`config.mk`:
```
export PLATFORM = sky130hd
export DESIGN_NAME = dmem_preload_ctrl
export DESIGN_NICKNAME = d
export VERILOG_FILES = /design/src/rtl/dmem_preload_ctrl.sv
export SDC_FILE = /design/constraint.sdc
export NUM_CORES = 1
export LEC_CHECK = 0
export ABC_CLOCK_PERIOD_IN_PS = 4900
export BUFFER_PORTS_ARGS = -buffer_cell sky130_fd_sc_hd__buf_2
export CORE_MARGIN = 5
export CORE_UTILIZATION = 25
export DETAILED_ROUTE_END_ITERATION = 7
export PLACE_DENSITY_LB_ADDON = 0.25
export SETUP_SLACK_MARGIN = 0.5
export SLEW_MARGIN = 15
export SYNTH_ARGS = -nofsm -noshare
export SYNTH_HDL_FRONTEND = slang
export SYNTH_SLANG_ARGS = --single-unit
export TNS_END_PERCENT = 5
```
`constraint.sdc`:
```
create_clock -name clk -period 4.9 [get_ports clk]
set_clock_uncertainty 0.15 [all_clocks]
set_input_delay 0.245 -clock clk [delete_from_list [all_inputs] [get_ports clk]]
set_output_delay 0.245 -clock clk [all_outputs]
set_load 0.01 [all_outputs]
```
`src/rtl/dmem_preload_ctrl.sv`:
```
// Purpose: load segmented word stream into data memory, hold core in reset, then count run cycles to halt.
// Latency: memory write appears 1 cycle after each payload handshake; core_hold changes with the state.
// Backpressure: s_ready is high only while loading; bubbles on s_valid simply stall the load.
module dmem_preload_ctrl #(
  parameter int ADDR_W  = 10,
  parameter int DATA_W  = 32,
  parameter int SEG_MAX = 4,
  parameter int CYC_W   = 32
) (
  input  logic              clk,
  input  logic              reset,
  input  logic              start,
  input  logic              s_valid,
  output logic              s_ready,
  input  logic [DATA_W-1:0] s_data,
  output logic              mem_we,
  output logic [ADDR_W-1:0] mem_addr,
  output logic [DATA_W-1:0] mem_wdata,
  output logic              core_hold,
  input  logic              halt,
  output logic              halted,
  output logic [CYC_W-1:0]  cycles,
  output logic [2:0]        seg_count,
  output logic              wrap_err
);

  // Header layout: segment word count in the upper half, base address in the low bits.
  localparam int CNT_W = DATA_W - 16;

  typedef enum logic [1:0] {LOAD_HDR, LOAD_DATA, RUN, HALTED} state_t;

  state_t              state, state_nxt;
  logic                mem_we_nxt;
  logic [ADDR_W-1:0]   mem_addr_nxt;
  logic [DATA_W-1:0]   mem_wdata_nxt;
  logic                core_hold_nxt;
  logic                halted_nxt;
  logic [CYC_W-1:0]    cycles_nxt;
  logic [2:0]          seg_count_nxt;
  logic                wrap_err_nxt;
  logic [CNT_W-1:0]    remain, remain_nxt;
  logic [ADDR_W-1:0]   ptr, ptr_nxt;

  logic                hs;
  logic [CNT_W-1:0]    hdr_cnt;
  logic [ADDR_W-1:0]   hdr_base;
  logic [2:0]          seg_inc;

  assign s_ready  = ((state == LOAD_HDR) || (state == LOAD_DATA)) && !reset;
  assign hs       = s_valid && s_ready;
  assign hdr_cnt  = s_data[DATA_W-1:16];
  assign hdr_base = s_data[ADDR_W-1:0];
  assign seg_inc  = seg_count + 3'd1;

  // Next-state and next-output logic; everything defaults to holding except the write strobe.
  always_comb begin
    state_nxt     = state;
    mem_we_nxt    = 1'b0;
    mem_addr_nxt  = mem_addr;
    mem_wdata_nxt = mem_wdata;
    halted_nxt    = halted;
    cycles_nxt    = cycles;
    seg_count_nxt = seg_count;
    wrap_err_nxt  = wrap_err;
    remain_nxt    = remain;
    ptr_nxt       = ptr;

    case (state)
      LOAD_HDR: begin
        if (hs) begin
          if (hdr_cnt == '0) begin
            // Zero-count header terminates the load early.
            state_nxt = RUN;
          end else begin
            ptr_nxt    = hdr_base;
            remain_nxt = hdr_cnt;
            state_nxt  = LOAD_DATA;
          end
        end
      end

      LOAD_DATA: begin
        if (hs) begin
          mem_we_nxt    = 1'b1;
          mem_addr_nxt  = ptr;
          mem_wdata_nxt = s_data;
          ptr_nxt       = ptr + ADDR_W'(1);
          // Flag a segment that runs off the top of memory and continues at 0.
          if ((&ptr) && (remain > CNT_W'(1))) begin
            wrap_err_nxt = 1'b1;
          end
          remain_nxt = remain - CNT_W'(1);
          if (remain == CNT_W'(1)) begin
            seg_count_nxt = seg_inc;
            state_nxt     = (seg_inc == 3'(SEG_MAX)) ? RUN : LOAD_HDR;
          end
        end
      end

      RUN: begin
        // start wins over halt so a restart is never lost.
        if (start) begin
          state_nxt     = LOAD_HDR;
          cycles_nxt    = '0;
          halted_nxt    = 1'b0;
          seg_count_nxt = '0;
        end else if (halt) begin
          state_nxt  = HALTED;
          halted_nxt = 1'b1;
        end else if (!(&cycles)) begin
          cycles_nxt = cycles + CYC_W'(1);
        end
      end

      HALTED: begin
        if (start) begin
          state_nxt     = LOAD_HDR;
          cycles_nxt    = '0;
          halted_nxt    = 1'b0;
          seg_count_nxt = '0;
        end
      end

      default: state_nxt = LOAD_HDR;
    endcase

    // Core runs only in RUN; registered so it moves on the same edge as the state.
    core_hold_nxt = (state_nxt != RUN);
  end

  // State and output registers with synchronous reset.
  always_ff @(posedge clk) begin
    if (reset) begin
      state     <= LOAD_HDR;
      mem_we    <= 1'b0;
      mem_addr  <= '0;
      mem_wdata <= '0;
      core_hold <= 1'b1;
      halted    <= 1'b0;
      cycles    <= '0;
      seg_count <= '0;
      wrap_err  <= 1'b0;
      remain    <= '0;
      ptr       <= '0;
    end else begin
      state     <= state_nxt;
      mem_we    <= mem_we_nxt;
      mem_addr  <= mem_addr_nxt;
      mem_wdata <= mem_wdata_nxt;
      core_hold <= core_hold_nxt;
      halted    <= halted_nxt;
      cycles    <= cycles_nxt;
      seg_count <= seg_count_nxt;
      wrap_err  <= wrap_err_nxt;
      remain    <= remain_nxt;
      ptr       <= ptr_nxt;
    end
  end

endmodule
```
==> run_results.csv <==
group,metric,value,unit
outcome,outcome,"complete, no violations",
yosys,synthCells,670,
route,viasPerCell,4.80,
cts,root_buffer,"clkbuf_16",
yosys,ys_seq_area_share,42.5,%
die,die_w,153,um
cts,clockBufferDepth,2,
cts,cts_setup_buffers,0,
pwr,power-per-cell-area,291,mW/mm^2
yosys,ys_warn_count,0,
timing,period_share,63.9,%
die,core,0.0202,mm^2
timing,setup_ws,1.77,ns
timing,fmax,319,MHz
timing,final_max_slew_viol_count,0,
die,rows,52,
die,dieArea,0.0235,mm^2
die,ios,119,
cts,cts.clk_slew.worst_paths,0.08,ns
global_routing,grt_overflow_total,0,
setup_path,cp-start-kind,"flop",
yosys,muxShareOfSynthArea,0.390,%
timing,rsz0062_at_grt,"no",
cts,htreeDepth,3,
yosys,synth.area.top_cells,"dfxtp_1 43%, nand2_1 10%, a21oi_1 10%",
global_routing,grt_pass1_wl,25.6,mm
yosys,synth_area_per_cell,7.66,um^2
global_routing,grt_max_degree,77,
job,maxCapViolations,0,
yosys,async_flop_share,0,%
yosys,synth_top_family_by_area,"simple AND/OR/NAND/NOR gates",
route,wl,15.9,mm
placed_design,place_congestion,0.762,
yosys,synthXorXnorAreaFrac,0.512,%
yosys,synth_compound_area_share,21.6,%
setup_path,crit_path_end_kind,"flop",
yosys,synth_ff_type,"dfxtp_1",
timing,setup_viol,0,
setup_path,required,5.04,ns
finish,syn_to_final_growth,26.2,%
cts,cts_buffers,9,
finish,final_nets,831,
cts,clk_latency,0.36,ns
setup_path,setup.worst_path.class,"flop to flop",
timing,fin_tns_setup,0,ns
min_path,worstHoldPathType,"input pin to flop",
yosys,synthAdderAreaFrac,1.46,%
route,num_vias,5103,
global_routing,antenna_found_initial,1,
finish,diodes,0,
pwr,p_leak,2.45,nW
cts,cts_tree,"built",
timing,layout_min_cycle_time,3.13,ns
route,dr.pass1.iters,4,
route,drtAntennaViolNets,0,
placed_design,pre_cts_ws,1.72,ns
placed_design,portBuffers,118,
die,die_h,153,um
finish,fill_cells,2203,
yosys,ys_types,56,
placed_design,place_hpwl,11.0,mm
timing,fin_hold_ws,0.0219,ns
setup_path,path_max_fanout,45,
finish,drive_above_1_share,19.9,%
setup_path,crit_arrival,3.27,ns
yosys,yosysTopAreaCell,"dfxtp_1",
global_routing,grtUsageTotal,13.2,%
route,drcViolationCount,0,
timing,hold_viol,0,
timing,relSlewSlack,30.0,%
timing,tightest_slew,1.05,ns
yosys,synth.cell_area,0.00513,mm^2
die,start_util,25.4,%
global_routing,grt_pass1_vias,4735,
route,wl_per_cell,15.0,um
route,drt_iter0_markers,245,
yosys,synth_simple_gate_area_share,29.2,%
pwr,vdd_drop_max,0.140,mV
yosys,synth.top_cell.area_share,42.5,%
cts,clock-sinks,109,
yosys,synth_edf_count,0,
yosys,synth_fp_nets,713,
yosys,ys_seq_elements,109,
kinds of logic (layout without fill, tap and decap cells):
| family | after synthesis | count (layout) |
|---|---|---|
| AO/OA/AOI/OAI | 192 | 192 |
| XOR/XNOR | 3 | 3 |
| adder cells (fa/ha/maj) | 6 | 6 |
| buffers and inverters | 52 | 175 |
| flip-flops | 109 | 109 |
| multiplexers | 2 | 2 |
| AND/OR/NAND/NOR | 306 | 306 |
repair_timing:
action	CTS	global route
hold buffers	23	0
endpoints found under the hold margin	24	0
gates resized for setup	0	0
Yosys cell counts (4+ instances only):
| cell type | number |
|---|---|
| a21oi_1 | 105 |
| a31oi_1 | 4 |
| and3_1 | 7 |
| buf_1 | 4 |
| clkbuf_1 | 31 |
| dfxtp_1 | 109 |
| ha_1 | 6 |
| inv_1 | 10 |
| nand2_1 | 142 |
| nand2b_1 | 7 |
| nand3_1 | 14 |
| nand4_1 | 19 |
| nor2_1 | 38 |
| nor3_1 | 13 |
| nor4_1 | 11 |
| o21ai_0 | 40 |
| o31ai_1 | 13 |
| o32ai_1 | 4 |
| or3_1 | 15 |
| or4_1 | 16 |
layer usage:
layer  GRT usage (%)  wire length, um  vias to the layer above
met4            2.97              138                        2
met1            18.3             7890                     2335
met3            3.28              743                       14
met5               0               13                        -
met2            20.9             7140                       93
li1                -                -                     2659
state kept, by name, indices dropped and copies added, names as in the netlist:
register,cells
core_hold,1
cycles,32
halted,1
mem_addr,10
mem_wdata,32
mem_we,1
ptr,10
remain,16
seg_count,3
state,2
wrap_err,1
final timing paths:
path,start,to,slack [ns],cells past startpoint
hold / removal,s_data[16],mem_wdata[16],0.02,3
setup / recovery,state[0],seg_count[0],1.77,8
setup reg to reg,state[0],seg_count[0],1.77,8
hold reg to reg,mem_wdata[22],mem_wdata[22],0.30,2
stage by stage:
step                      util (%)  area (um^2)  power (mW)  cells
after floorplan                  -         5130        1.06    670
after global placement        29.4         5940        1.13   1024
after detailed placement      29.4         5940        1.13   1024
after CTS                     32.0         6470        1.92   1063
after global routing          32.0         6470        1.98   1063
final                         32.0         6470        1.88   1063
cell usage in the layout, fill, tap and decap left out, types with 9 or more instances in the layout:
cell	Yosys	final
a21oi_1	105	104
buf_2	3	118
clkbuf_16	0	9
dfxtp_1	109	109
dlygate4sd3_1	0	23
inv_1	10	10
nand2_1	142	142
nand3_1	14	14
nand4_1	19	19
nor2_1	38	38
nor3_1	13	12
nor4_1	11	11
o21ai_0	40	40
o31ai_1	13	13
or3_1	15	15
or4_1	16	16
critical path, cell delays in order (launching register included):
cell	delay, ns
dfxtp_1	0.53
nor2b_1	0.18
buf_4	0.25
nand3b_1	0.10
buf_4	0.29
inv_2	0.65
nand4_1	0.38
or2_2	0.38
a21oi_1	0.13
final cells by class:
cell class	instances	area, um^2	share of cell area [%]
Multi-Input combinational cell	509	2740	42.3
Sequential cell	109	2180	33.7
Timing Repair Buffer	148	873	13.5
Tap cell	270	338	5.22
Clock buffer	9	225	3.48
Clock inverter	7	75.1	1.16
Inverter	11	41.3	0.638
report_power, final:
part           internal, mW  total, mW  switching, mW
clock                 0.365      0.758          0.393
sequential            0.905      0.925         0.0200
combinational        0.0760      0.199          0.123
total                  1.35       1.88          0.536
Note: power is estimated with default switching activity, not from simulation.
